$ cat src/rtl/multdiv_ctrl.sv
// Sequencer for the iterative multiply/divide datapath: turns a one-cycle
// start pulse into operand-latch, per-step enables and a result-ready strobe.
module multdiv_ctrl #(
    parameter int MULT_STEPS = 32,
    parameter int DIV_STEPS  = 32,
    parameter int CNT_W      = 6
) (
    input  logic             clk,
    input  logic             clr,
    input  logic             ctrl_MULT,
    input  logic             ctrl_DIV,
    input  logic             divisor_zero,
    input  logic             mult_ovf,
    output logic             op_en,
    output logic             step_en,
    output logic             first_step,
    output logic             is_div,
    output logic [CNT_W-1:0] count,
    output logic             busy,
    output logic             data_resultRDY,
    output logic             data_exception
);

    typedef enum logic [1:0] {
        IDLE = 2'd0,
        RUN  = 2'd1,
        DONE = 2'd2
    } state_t;

    localparam logic [CNT_W-1:0] MULT_LAST = CNT_W'(MULT_STEPS - 1);
    localparam logic [CNT_W-1:0] DIV_LAST  = CNT_W'(DIV_STEPS - 1);

    state_t           state;
    logic             exc_reg;
    logic             start;
    logic [CNT_W-1:0] last_idx;

    assign start    = (ctrl_MULT | ctrl_DIV) & ~clr;
    assign last_idx = is_div ? DIV_LAST : MULT_LAST;

    // A start is honoured in every state, so it also aborts a running op
    // and chains directly out of DONE.
    always_ff @(posedge clk) begin
        if (clr) begin
            state   <= IDLE;
            count   <= '0;
            is_div  <= 1'b0;
            exc_reg <= 1'b0;
        end else if (start) begin
            count <= '0;
            if (ctrl_MULT) begin
                state   <= RUN;
                is_div  <= 1'b0;
                exc_reg <= 1'b0;
            end else if (divisor_zero) begin
                state   <= DONE;
                is_div  <= 1'b1;
                exc_reg <= 1'b1;
            end else begin
                state   <= RUN;
                is_div  <= 1'b1;
                exc_reg <= 1'b0;
            end
        end else begin
            case (state)
                RUN: begin
                    if (count == last_idx) begin
                        state   <= DONE;
                        exc_reg <= ~is_div & mult_ovf;
                    end else begin
                        count <= count + CNT_W'(1);
                    end
                end
                DONE: begin
                    state <= IDLE;
                    count <= '0;
                end
                default: begin
                    state <= IDLE;
                end
            endcase
        end
    end

    // All outputs other than op_en are pure decodes of registered state.
    assign op_en          = start;
    assign step_en        = (state == RUN);
    assign busy           = (state == RUN);
    assign first_step     = (state == RUN) && (count == '0);
    assign data_resultRDY = (state == DONE);
    assign data_exception = (state == DONE) & exc_reg;

endmodule

$ cat config.mk
export PLATFORM = sky130hd
export DESIGN_NAME = multdiv_ctrl
export DESIGN_NICKNAME = d
export VERILOG_FILES = /design/src/rtl/multdiv_ctrl.sv
export SDC_FILE = /design/constraint.sdc
export NUM_CORES = 1
export LEC_CHECK = 0
export BUFFER_PORTS_ARGS = -buffer_cell sky130_fd_sc_hd__buf_2
export CORE_MARGIN = 2
export CORE_UTILIZATION = 49
export DETAILED_ROUTE_END_ITERATION = 10
export PLACE_DENSITY_LB_ADDON = 0.05
export SYNTH_ARGS = -nofsm -noshare
export SYNTH_HDL_FRONTEND = slang
export SYNTH_SLANG_ARGS = --single-unit
$ cat constraint.sdc
create_clock -name clk -period 1.95 [get_ports clk]
set_clock_uncertainty 0.05 [all_clocks]
set_input_delay 0 -clock clk [delete_from_list [all_inputs] [get_ports clk]]
set_output_delay 0 -clock clk [all_outputs]
set_load 0.01 [all_outputs]
# Yosys cells after proc, flatten, opt, wreduce, memory -nomap -nowiden
# Index checks and enable logic that the tools add are counted.
totals:
  elab_cells: 37
  output_inout_bits: 13
  regBits: 10
  input_bits: 6
op_classes:
  n_eq_ne: 5
  n_reduce_logical: 8
  mux: 13
  add_sub_neg: 1
  bitwise_logic: 6
op_table:
  columns: ["op", "n"]
  rows:
  - ["$pmux W6 S2", 1]
  - ["$mux W2", 5]
  - ["$add A6 B1 Y6 const B", 1]
  - ["$eq A6 B5 Y1 const B", 1]
  - ["$logic_not A6 Y1", 1]
  - ["$mux W1", 6]
  - ["$mux W6", 1]
  - ["$reduce_bool A2 Y1", 3]
  - ["$reduce_and A2 Y1", 2]
  - ["$and A1 B1 Y1", 3]
  - ["$ne A3 B2 Y1 const B", 1]
  - ["$eq A2 B1 Y1 const B", 1]
  - ["$eq A2 B2 Y1 const B", 1]
  - ["$ne A2 B2 Y1 const B", 1]
  - ["$not A1 Y1", 2]
  - ["$reduce_or A2 Y1", 1]
  - ["$logic_and A1 B1 Y1", 1]
  - ["$or A1 B1 Y1", 1]

# Depth between registers and ports, before layout
depth:
  depth_word: 5
  mapped_depth: 6
  mapped_depth_nobuf: 5

# Worst setup path before layout
# Ideal clock, no wire load.
synth_timing:
  path_type: "reg2reg"
  startpoint: "register count[0]"
  endpoint: "register count[1]"
  setup_time_ns: 0.126
  n_path_buf: 1
  synth_period_minus_slack_ns: 1.515
  required_ns: 1.774
  stages_incl_launch_ff: 7
  t_arrival_ns: 1.339
  setup_slack_ns: 0.435
  path_cell_list: "dfxtp_1 > clkbuf_1 > inv_1 > ha_1 > mux2_2 > o31ai_1 > o22ai_1"
synth_via:
  elab_chain_cells: 3
  word_cells_on_any_way: 6
  cone_classes: "add/sub: 1; eq/ne: 2; mux: 2; reduce/logical: 1"
synth_lines:
  columns: ["element", "line_no", "rtl"]
  rows:
  - ["from (decl)", "18", "output logic [CNT_W-1:0] count,"]
  - ["from (signal assigned)", "71", "count <= count + CNT_W'(1);"]
  - ["$add A6 B1 Y6 or $eq A6 B5 Y1 (tied branches)", "71, 67", null]
  - ["$mux W6 or $ne A2 B2 Y1 (tied branches)", null, null]
  - ["$pmux W6 S2 or $reduce_and A2 Y1 (tied branches)", null, null]
# Parallel ways exist; a longest one is shown, timed or not. The select of a mux whose other input is x is not followed.
# A chain may end at the register's enable or synchronous reset.

# Worst setup path in the final report
layout_timing:
  startpoint: "register count[0]"
  endpoint: "register count[3]"
# The elaborated chain is that of the path after synthesis.

==> results.md <==
- Compound-Gate Fraction of Synth Area: a little under a quarter
- Cell Chain, Critical Path: ha_1, nand2_1, o2111a_1, nor3_2
- P_leak: a little over 0.0004 uW
- End of the worst hold path: is_div$_SDFFE_PP0P_
- Layout cell share with drive strength beyond 1: between 30% and 40%
- Seq pwr share: a little under half
- Worst EP required: about 2.1 ns
- Global-route usage over all layers: 18.4%
- DRT antenna net count: 0
- Root buffer cell: clkbuf_4
- Clock power share: just over 40%
- Hold depth: 2
- R2R cell count: 4
- Post-synth cell types: 40
- Final Wtd Congestion: 0.748
- Worst Path Arrival: approximately 1.7 ns
- Core Footprint: 1300 um^2
- Synth Register Bits: 10
- Top-Level Pins: 19
- HP Start: ctrl_DIV
- Switch Pwr: approximately 120 uW
- Most frequent cell after synthesis: dfxtp_1
- Via density: between 5 and 6
- Die area: ~1700 um^2
- Htree depth: 1
- Outcome: completed
- Syn Inst Count: 74
- Simple-gate share of the synthesized area: roughly a third
- Least-Margin Pin Slew: 0.331 ns
- Post-synthesis cell type with the largest combined area: dfxtp_1
- Area delta synth->final: 20.9%
- Post-CTS Setup Bufs: 0
- Tcrit/Tclk final: approximately four fifths
- P_int: between 300 and 400 uW
- Port buffer count: 18
- Largest family of logic cells by synthesized area: simple AND/OR/NAND/NOR gates
- CTS tree: done
- Syn_nets: just over 80
- GRT overflow: 0
- Vias in the first global route: 527
- Clock Latency Late Sink: about 0.27 ns
- Synth Warn #: 0
- Crit path max fanout: 9
- Routed length per instance: ~13 um
- Mapped cell area: between 600 and 700 um^2
- Sw frac: between 20% and 30%
- Maximum clock insertion buffer count: 2
- Adder-Cell Fraction of Synth Area: between 3 and 4%
- Main synth FF type: dfxtp_1
- Slew headroom: a little under 80%
- Std-Cell Rows: 13
- Post-synth top cells: 10 x dfxtp_1, 5 x inv_1, 5 x nand2_1, 5 x nor2_1
- XOR/XNOR share of the synthesized area: 1.28%
- Post-layout min period: between 1.5 and 2 ns
- Post-synth EDFFs: 0
- TritonCTS Buffers: 3
- Initial antenna violation count: 0
- Final net count: around 100
- Worst VDD drop: between 0.0005 and 0.0006 V
- FMAX: ~0.65 GHz
- Final TNS setup: 0 ns
- Post-DP HPWL: approximately 990 um
- Worst reg2reg startpoint: count[0]$_SDFFE_PP0P_
- Setup WS post-layout: 0.404 ns
- Async SR Flop Fraction: 0%
- Seq/Total Area, Yosys: 29.1%
- Starting Density: a little over half
- Hold WS: between 0.005 and 0.006 ns
- Diodes inserted: 0
- Slew Limit Fails: 0
- RSZ-0062 raised after global routing: no
- Setup violators final: 0
- Critical Path Max Stage Delay: around 0.50 ns
- First-pass GRT wire length: about 2.5 mm
- Hold Crit Class: primary input to flop
- Reg2reg setup slack: about 0.4 ns
- Register clock-pin slew on the reported worst setup and hold paths: roughly 0.070 ns
- Total power: 471 uW
- Reg with most FFs: count
- Logic pwr share: between 10% and 20%
- CP max-delay cell: dfxtp_1
- Sink Count: 10
- Largest register FFs: 6
- Yosys top cell area share: 29.1%
- DR pass1 iterations: 4
- Worst Setup End Kind: flop
- CTS-repair resized insts: 0
- Startpoint class of the critical path: flop
- PD cells: roughly 570 nW/um^2
- Die W: 41.4 um
- Drt total wl: ~1.4 mm
- Max-cap violations: 0
- Number of fill cells: between 100 and 150
- Via count: between 600 and 700
- Final count of hold timing violations: 0
- Largest net degree at the start of global routing: 12
- Crit Path Category: flop to flop
- Mean Syn Cell Area: 9.28 um^2
- R2R Path End: count[3]$_SDFFE_PP0P_
- Post-synthesis mux area share: under 10%
- Initial DRC count: 7
- Die height: approximately 41 um
- Post-route cell area: between 800 and 900 um^2
- Top post-synthesis cells by area: dfxtp_1 29%, ha_1 3.6%, nand4b_4 3.5%, buf_4 3.3%, and4b_1 2.9%
- Post-placement cell area: between 700 and 800 um^2
- Biggest regs: count: 6 flops, state: 2 flops
- # DRC: 0
- Setup WS pre-CTS: 0.422 ns
## cell usage in the layout (no fill, tap or decap), types with 2 or more instances in the layout
cell type      count
and4b_1            2
dfxtp_1           10
ha_1               2
nand2_1            5
buf_2             18
a21oi_1            3
inv_1              5
o21a_1             2
o22ai_1            2
o31ai_1            2
dlygate4sd3_1      3
o21ai_0            2
clkbuf_4           3
nor2_1             5
nand2b_1           2
nand3b_1           2
nor3_2             2
## what timing repair did
item,in CTS,in global routing
endpoints found under the hold margin,3,0
hold buffers,3,0
endpoints found under the setup margin,0,0
## per-layer routing
layer | global-route usage (%) | share of wire (%) | wire (um) | vias to the layer above
li1 | - | - | - | 317
met1 | 24.5 | 48 | 672 | 283
met2 | 26.9 | 46 | 638 | 12
met3 | 7.83 | 4.3 | 60 | 2
met4 | 5.81 | 1.2 | 17 | 0
met5 | 0 | 0 | 0 | -
## power by group through the flow
stage | sequential (uW) | combinational (uW) | clock (uW)
after floorplan | 216 | 44.2 | 0
after global placement | 221 | 57.4 | 0
after detailed placement | 221 | 57.4 | 0
after CTS | 217 | 62.4 | 200
after global routing | 218 | 68.8 | 209
final | 217 | 62.1 | 192
## cell type report
type | count | area, um^2 | share of cell area [%]
multi-input combinational | 53 | 433 | 52.1
clock buffer | 4 | 36.3 | 4.37
tap | 15 | 18.8 | 2.26
inverter | 6 | 22.5 | 2.71
sequential | 10 | 200 | 24.1
timing repair buffer | 21 | 120 | 14.5
## metrics by stage
stage | instances | utilization [%]
floorplan | 74 | -
global placement | 102 | 58.8
detailed placement | 102 | 58.8
CTS | 109 | 63.8
global route | 109 | 63.8
finish | 109 | 63.8
## cell families (layout without fill, tap and decap cells)
group           after synthesis  count (layout)
compound gates               19              19
xor+xnor                      1               1
fa+ha+maj                     2               2
buf+inv                      11              31
flops                        10              10
mux                           2               2
simple gates                 29              29
## critical path: cells and delay by family (launching register included)
family	cells	cell delay, ns
AOI/OAI and AO/OA	1	0.30
adders and majority gates	1	0.33
DFF	1	0.50
and+or+nand+nor	2	0.31
## worst max path at each step
stage,cells past startpoint,from,slack [ns],endpoint
5_1_grt,4,count[0]$_SDFFE_PP0P_,0.25,count[0]$_SDFFE_PP0P_
6_report,4,count[0]$_SDFFE_PP0P_,0.40,count[3]$_SDFFE_PP0P_
3_3_place_gp,4,count[0]$_SDFFE_PP0P_,0.47,count[4]$_SDFFE_PP0P_
2_1_floorplan,6,count[0]$_SDFFE_PP0P_,0.43,count[1]$_SDFFE_PP0P_
4_1_cts,4,count[0]$_SDFFE_PP0P_,0.41,count[3]$_SDFFE_PP0P_
3_5_place_dp,4,count[0]$_SDFFE_PP0P_,0.42,count[4]$_SDFFE_PP0P_
Power figures use the tool's default switching activity.
